[src/rtl/bypass_scoreboard.sv]
// Forwarding/hazard scoreboard for the in-order pipeline: tracks in-flight destinations
// per post-decode stage, resolves per-source bypass and raises load-use stalls.
module bypass_scoreboard #(
  parameter int ARCH_LEN     = 32,
  parameter int REG_FILE_LEN = 32,
  parameter int NUM_STAGES   = 3,
  parameter int FLUSH_STAGES = 1,
  parameter int CNT_W        = 32
) (
  input  logic                             clk,
  input  logic                             rst_n,
  input  logic                             advance_i,
  input  logic                             flush_i,
  input  logic                             issue_valid_i,
  input  logic [$clog2(REG_FILE_LEN)-1:0]  issue_dst_i,
  input  logic                             issue_we_i,
  input  logic [$clog2(NUM_STAGES)-1:0]    issue_rdy_stage_i,
  input  logic [$clog2(REG_FILE_LEN)-1:0]  src1_i,
  input  logic [$clog2(REG_FILE_LEN)-1:0]  src2_i,
  input  logic                             use_src1_i,
  input  logic                             use_src2_i,
  input  logic [ARCH_LEN-1:0]              rf_data1_i,
  input  logic [ARCH_LEN-1:0]              rf_data2_i,
  input  logic [NUM_STAGES*ARCH_LEN-1:0]   stage_data_i,
  output logic                             dep_src1_o,
  output logic                             dep_src2_o,
  output logic [$clog2(NUM_STAGES)-1:0]    byp_sel1_o,
  output logic [$clog2(NUM_STAGES)-1:0]    byp_sel2_o,
  output logic [ARCH_LEN-1:0]              op_data1_o,
  output logic [ARCH_LEN-1:0]              op_data2_o,
  output logic                             stall_o,
  output logic [CNT_W-1:0]                 stall_cnt_o
);

  localparam int REG_W = $clog2(REG_FILE_LEN);
  localparam int SEL_W = $clog2(NUM_STAGES);

  logic [NUM_STAGES-1:0] valid_r;
  logic [REG_W-1:0]      dst_r [NUM_STAGES];
  logic [SEL_W-1:0]      rdy_r [NUM_STAGES];
  logic [CNT_W-1:0]      stall_cnt_r;

  logic [NUM_STAGES-1:0] valid_nxt_s;
  logic [REG_W-1:0]      dst_nxt_s [NUM_STAGES];
  logic [SEL_W-1:0]      rdy_nxt_s [NUM_STAGES];
  logic [SEL_W-1:0]      rdy_clamp_s;

  logic [ARCH_LEN-1:0]   stage_s [NUM_STAGES];
  logic [REG_W-1:0]      src_s [2];
  logic [1:0]            use_s;
  logic [ARCH_LEN-1:0]   rf_s [2];
  logic [NUM_STAGES-1:0] hit_s [2];
  logic [SEL_W-1:0]      sel_s [2];
  logic [ARCH_LEN-1:0]   op_s [2];
  logic [1:0]            dep_s;
  logic [1:0]            ready_s;
  logic [1:0]            wait_s;
  logic                  stall_s;

  // Gather per-source inputs into arrays and split the stage result bus.
  always_comb begin
    src_s[0] = src1_i;
    src_s[1] = src2_i;
    use_s    = {use_src2_i, use_src1_i};
    rf_s[0]  = rf_data1_i;
    rf_s[1]  = rf_data2_i;
    for (int k = 0; k < NUM_STAGES; k++) begin
      stage_s[k] = stage_data_i[k*ARCH_LEN +: ARCH_LEN];
    end
  end

  // Per-source match vector against every tracked entry; x0 never matches.
  always_comb begin
    for (int n = 0; n < 2; n++) begin
      for (int k = 0; k < NUM_STAGES; k++) begin
        hit_s[n][k] = valid_r[k] && (dst_r[k] == src_s[n]) && (src_s[n] != '0) && use_s[n];
      end
    end
  end

  // Youngest match wins: scanning oldest to youngest lets the lowest index overwrite.
  always_comb begin
    for (int n = 0; n < 2; n++) begin
      sel_s[n] = '0;
      for (int k = NUM_STAGES - 1; k >= 0; k--) begin
        sel_s[n] = hit_s[n][k] ? SEL_W'(k) : sel_s[n];
      end
      dep_s[n]   = |hit_s[n];
      ready_s[n] = (sel_s[n] >= rdy_r[sel_s[n]]);
      op_s[n]    = (dep_s[n] && ready_s[n]) ? stage_s[sel_s[n]] : rf_s[n];
      wait_s[n]  = dep_s[n] && !ready_s[n];
    end
    stall_s = issue_valid_i && (|wait_s);
  end

  // Clamp the producer's ready stage into the tracked window.
  always_comb begin
    if (32'(issue_rdy_stage_i) >= NUM_STAGES) begin
      rdy_clamp_s = SEL_W'(NUM_STAGES - 1);
    end else begin
      rdy_clamp_s = issue_rdy_stage_i;
    end
  end

  // Next entry state: shift on advance, then flush kills the youngest entries.
  always_comb begin
    valid_nxt_s = valid_r;
    dst_nxt_s   = dst_r;
    rdy_nxt_s   = rdy_r;
    if (advance_i) begin
      for (int k = 1; k < NUM_STAGES; k++) begin
        valid_nxt_s[k] = valid_r[k-1];
        dst_nxt_s[k]   = dst_r[k-1];
        rdy_nxt_s[k]   = rdy_r[k-1];
      end
      valid_nxt_s[0] = issue_valid_i && issue_we_i && !stall_s;
      dst_nxt_s[0]   = issue_dst_i;
      rdy_nxt_s[0]   = rdy_clamp_s;
    end else begin
      valid_nxt_s = valid_r;
    end
    for (int k = 0; k < NUM_STAGES; k++) begin
      if (flush_i && (k < FLUSH_STAGES)) begin
        valid_nxt_s[k] = 1'b0;
      end else begin
        valid_nxt_s[k] = valid_nxt_s[k];
      end
    end
  end

  // Entry state register.
  always_ff @(posedge clk or negedge rst_n) begin
    if (!rst_n) begin
      valid_r <= '0;
      for (int k = 0; k < NUM_STAGES; k++) begin
        dst_r[k] <= '0;
        rdy_r[k] <= '0;
      end
    end else begin
      valid_r <= valid_nxt_s;
      dst_r   <= dst_nxt_s;
      rdy_r   <= rdy_nxt_s;
    end
  end

  // Saturating stall statistics, counted whether or not the pipe advances.
  always_ff @(posedge clk or negedge rst_n) begin
    if (!rst_n) begin
      stall_cnt_r <= '0;
    end else if (stall_s && (stall_cnt_r != {CNT_W{1'b1}})) begin
      stall_cnt_r <= stall_cnt_r + CNT_W'(1);
    end else begin
      stall_cnt_r <= stall_cnt_r;
    end
  end

  assign dep_src1_o  = dep_s[0];
  assign dep_src2_o  = dep_s[1];
  assign byp_sel1_o  = sel_s[0];
  assign byp_sel2_o  = sel_s[1];
  assign op_data1_o  = op_s[0];
  assign op_data2_o  = op_s[1];
  assign stall_o     = stall_s;
  assign stall_cnt_o = stall_cnt_r;

endmodule

[config.mk]
export PLATFORM = sky130hd
export DESIGN_NAME = bypass_scoreboard
export DESIGN_NICKNAME = d
export VERILOG_FILES = /design/src/rtl/bypass_scoreboard.sv
export SDC_FILE = /design/constraint.sdc
export NUM_CORES = 1
export LEC_CHECK = 0
export BUFFER_PORTS_ARGS = -buffer_cell sky130_fd_sc_hd__buf_2
export CAP_MARGIN = 20
export CORE_AREA = 2 2 113 115
export DETAILED_ROUTE_END_ITERATION = 10
export DIE_AREA = 0 0 115 117
export PLACE_DENSITY = 0.77
export SLEW_MARGIN = 40
export SYNTH_ARGS = -nofsm -noshare
export SYNTH_HDL_FRONTEND = slang
export SYNTH_SLANG_ARGS = --single-unit
[constraint.sdc]
create_clock -name clk -period 6.3 [get_ports clk]
set_input_delay 0.63 -clock clk [delete_from_list [all_inputs] [get_ports clk]]
set_output_delay 0.63 -clock clk [all_outputs]
set_load 0.005 [all_outputs]
Yosys cells after proc, flatten, opt, wreduce, memory -nomap -nowiden
Index checks and enable logic that the tools add are counted.
{ "word_totals": {"regBits": 56, "input_bits": 185, "out_inout_bits": 103} }
{ "op_classes": {"n_addsub": 1, "n_lt_le_gt_ge": 5, "n_eq_ne": 7, "n_mux": 23, "bitwise": 2, "n_reduce_logical": 35} }
{ "op_table": {"columns": ["operator", "count"], "rows": [
  ["32-bit two-way mux", 6],
  ["32-bit binary-select mux with 2-bit select", 2],
  ["32-bit by 1-bit adder with 32-bit output, second input constant", 1],
  ["32-bit inequality test, second input constant", 1],
  ["5-bit equality test", 6],
  ["1-bit logical AND", 26],
  ["2-bit two-way mux", 11],
  ["5-bit nonzero test", 2],
  ["2-bit binary-select mux with 2-bit select", 2],
  ["3-bit greater-or-equal comparator, second input constant", 2],
  ["2-bit inverter with 3-bit output", 2],
  ["3-bit OR reduction", 2],
  ["2-bit greater-or-equal comparator", 2],
  ["1-bit zero test", 3],
  ["2-bit greater-or-equal comparator, second input constant", 1],
  ["1-bit two-way mux", 2],
  ["2-bit nonzero test", 1],
  ["2-bit OR reduction", 1]
]} }

Longest topological paths before layout
{ "logic_depth": {"depth_word": 20, "depth_mapped": 18} }

Worst setup path before layout
OpenSTA, ideal clock, no wires.
{ "synth_path": {"kind": "input-to-output", "start": "in src1_i[2]", "end": "out op_data1_o[11]", "arrival_time_ns": 3.590, "setup_slack_ns": 2.080, "cell_stages": 14, "path_buffers": 3, "cell_sequence": "or4_1 -> o21a_1 -> nand4_1 -> nand3b_1 -> buf_4 -> buf_2 -> inv_1 -> nor2_1 -> a21oi_1 -> ha_1 -> a21oi_1 -> a31oi_1 -> clkbuf_1 -> mux2_2"} }
{ "synth_via": {"elab_chain_len": 14} }
{ "synth_rtl": {"columns": ["item", "line_no", "source"], "rows": [
  ["from (decl)", "18", "input logic [$clog2(REG_FILE_LEN)-1:0] src1_i,"],
  ["5-bit equality test", "76", "hit_s[n][k] = valid_r[k] && (dst_r[k] == src_s[n]) && (src_s[n] != '0) && use_s[n];"],
  ["1-bit logical AND (3 in a row)", "76", null],
  ["2-bit two-way mux (2 in a row)", "86", "sel_s[n] = hit_s[n][k] ? SEL_W'(k) : sel_s[n];"],
  ["2-bit two-way mux (*)", "86", null],
  ["net byp_sel1_o[1]", "27", "output logic [$clog2(NUM_STAGES)-1:0] byp_sel1_o,"],
  ["2-bit inverter with 3-bit output (implied by the code)", "89, 90", null],
  ["2-bit binary-select mux with 2-bit select", "89", "ready_s[n] = (sel_s[n] >= rdy_r[sel_s[n]]);"],
  ["2-bit two-way mux (implied by the code) (2 in a row)", "89", null],
  ["2-bit greater-or-equal comparator", "89", null],
  ["1-bit logical AND", "90", "op_s[n] = (dep_s[n] && ready_s[n]) ? stage_s[sel_s[n]] : rf_s[n];"],
  ["32-bit two-way mux (*)", "90", null],
  ["to (decl)", "29", "output logic [ARCH_LEN-1:0] op_data1_o,"]
]} }
The timed path passes the listed nets; every way through them passes the cells marked *. The select of a mux whose other input is x is not followed.

Worst setup path after layout
{ "layout_path": {"start": "in src2_i[0]", "end": "out op_data2_o[31]"} }
{ "layout_via": {"elab_chain_len": 14} }
{ "layout_rtl": {"columns": ["item", "line_no", "source"], "rows": [
  ["from (decl)", "19", "input logic [$clog2(REG_FILE_LEN)-1:0] src2_i,"],
  ["5-bit equality test", "76", null],
  ["1-bit logical AND (3 in a row)", "76", null],
  ["2-bit two-way mux (3 in a row)", "86", null],
  ["2-bit inverter with 3-bit output (implied by the code)", "89, 90", null],
  ["2-bit binary-select mux with 2-bit select", "89", null],
  ["2-bit two-way mux (implied by the code) (2 in a row)", "89", null],
  ["2-bit greater-or-equal comparator", "89", null],
  ["1-bit logical AND", "90", null],
  ["32-bit two-way mux (*)", "90", null],
  ["to (decl)", "30", "output logic [ARCH_LEN-1:0] op_data2_o,"]
]} }
Every way passes the cells marked *; elsewhere a longest branch is shown, timed or not. The select of a mux whose other input is x is not followed.

==> run metrics <==
Post-CTS Setup Inserts 0; startpoint types input pin; Iter 0 DRT Violations 308; synth warn 0; # setup viols final 0; Initial Util 42.2%; relative slew slack 53.7%; Power Density 146 nW/um2; Slew Limit Fails 0; dominant combinational cell family by area after synthesis multiplexers; TritonCTS clock tree yes; Final TNS setup 0 ns; clock buffer count from CTS 5; Synth Net Count 763; Nets 1,033; Avg WL per Cell 17.0 um; final setup skew 0.00627 ns; CTS clk-pin slew, worst paths 0.07 ns; Post-synth ARST share 100%; FMAX 0.201 GHz; # DRC 0; DPL Wire Length 13,300 um; via count of the routed design 5,322; Overall Global Routing Usage 23.0%; most common cell after layout, fill and taps aside buf_2; Tmin final 4.98 ns; number of synthesized flops with an enable pin 0; GPL Wtd Cong 0.873; mux contribution to synthesized area 31.5%; GRT overflow 0; Synth Cell Area 5200 um2; simple-gate share of the synthesized area 15.4%; CP endpoint kind output pin; Final Hold Viols 0; worst slew pin tran 0.695 ns; crit path DAT 4.35 ns; CTS Hold Bufs 0; CTS Buffer Depth 2; Mapped Cells 573; # clock sinks 56; dpl cells 986; final std cells w/o fill 1,002; post_cts resized 0; setup ws final 1.32 ns; maximum VDD drop 265 uV; XOR/XNOR share of the synthesized area 10.3%; first-pass GRT wire length 24,500 um; vias in the first global route 4,864; #FFs+latches synth 56; Worst Path Required 5.67 ns; Finished Cell Area 6870 um2; Synth area leaders dfrtp_1 27%, mux2_2 19%, mux2i_1 13%, xor2_1 8.4%, a21oi_1 6.6%; Final period util 79.1%; Critical path origin src2_i[0]; Root Buffer clkbuf_16; largest net degree at the start of global routing 57; MaxCap Viol Count 0; PortBufs 287; latest clock arrival within the worst-skew pair 0.29 ns; unrepaired setup endpoints after global routing false; synthesis-to-layout area growth 32.1%; P_leak 0.00394 uW; area share of fa/ha/maj cells after synthesis 1.20%; cell taking the most area after synthesis dfrtp_1; Die W 115 um; FF-to-FF Start dst_r[7]; Synth Area in Compound Gates 8.28%; Core Footprint 12,300 um2; Synth Flop Type dfrtp_1; H-Tree Depth 2; Crit Path Class input pin to output pin; post-place instance area 6660 um2; Via density 5.31; Routed Antenna Nets 0; io pins 288; post-synth cell types 33; most frequent cells in the layout 287 x buf_2, 87 x mux2_2, 80 x nor2_1, 69 x a21oi_1, 66 x mux2i_1; die height 117 um; num rows 41; layout cells sized above 1 47.3%; worst-case reg-to-reg path depth 16; Post-Syn Area per Cell 9.08 um2; First-pass DRT Iterations 5; sequential-to-total area share from yosys stat 26.9%; Max FO, Critical Path 26; min-delay worst type input pin to async pin; Post-Route WL 17,000 um; filler cell count 1,138; outcome completed; Die Area 13,500 um2; dpl ws 1.30 ns; initial antenna violation count 5; top-area cell type share of the netlist area 26.9%
==> sequential cells by signal (all words and copies together) (netlist names) <==
signal	flops
dst_r	15
valid_r	3
rdy_r	6
stall_cnt_o	32
==> layout make-up <==
class,count,area [um2],area share [%]
multi-input cells,470,3510,51.0
repair buffers,297,1510,22.0
flip-flops and latches,56,1400,20.4
well taps,150,188,2.73
clock buffers,5,125,1.82
clock inverters,3,68.8,1.00
inverters,13,48.8,0.710
diodes,8,20.0,0.291
==> synthesized netlist by cell type (5+ instances only) <==
library cell / number
nor4_1: 11
a21oi_1: 69
clkbuf_1: 8
nor3_1: 17
nor2_1: 80
ha_1: 5
mux2_2: 87
and3_1: 6
dfrtp_1: 56
xor2_1: 50
mux2i_1: 66
nand2_1: 21
nand3_1: 10
nand4_1: 9
inv_1: 13
buf_12: 6
buf_4: 5
xnor2_1: 11
a31oi_1: 6
buf_2: 12
==> routing by layer <==
layer / global-route usage (%) / vias up / part of all wire (%) / routed length [um]
met5: 0 / - / 0 / 0
met4: 5.70 / 0 / 1.3 / 228
met3: 5.30 / 19 / 8.0 / 1350
met2: 40.0 / 231 / 49 / 8340
met1: 28.9 / 2491 / 42 / 7090
li1: - / 2581 / - / -
==> critical path, cell delays in order <==
cell	delay [ns]
buf_2	0.13
or4_1	0.55
o21a_1	0.23
nand4_1	0.27
nand2b_2	0.50
inv_1	0.10
nand2_1	0.08
a31oi_1	0.08
ha_1	0.29
nand2b_1	0.10
a21oi_1	0.11
a31oi_4	0.30
buf_4	0.41
mux2_2	0.39
buf_2	0.13
==> path summary, 6_finish.rpt <==
kind	to	slack (ns)
min in group clk	stall_cnt_o[21]	0.48
max reg2reg	stall_cnt_o[31]	1.91
max	op_data2_o[31]	1.32
min	dst_r[12]	0.47
max in group asynchronous	stall_cnt_o[21]	5.37
min reg2reg	stall_cnt_o[21]	0.48
==> where the power goes <==
| group | internal, uW | total, uW | switching [uW] |
|---|---|---|---|
| combinational | 131 | 232 | 101 |
| clock | 229 | 359 | 130 |
| sequential | 381 | 410 | 28.2 |
| total | 742 | 1000 | 259 |
==> kinds of logic after synthesis <==
group,count (synthesis)
simple gates,169
mux,153
compound gates,82
xor+xnor,61
flops,56
buf+inv,47
fa+ha+maj,5
==> stage by stage <==
stage | utilization (%) | hold WS [ns] | total power (uW)
3_5_place_dp | 54.1 | 0.472 | 646
3_3_place_gp | 54.0 | 0.471 | 640
6_report | 55.8 | 0.471 | 1000
5_1_grt | 55.7 | 0.510 | 1050
4_1_cts | 55.6 | 0.485 | 1010
2_1_floorplan | - | 0.334 | 523
Note: power is estimated with default switching activity, not from simulation.
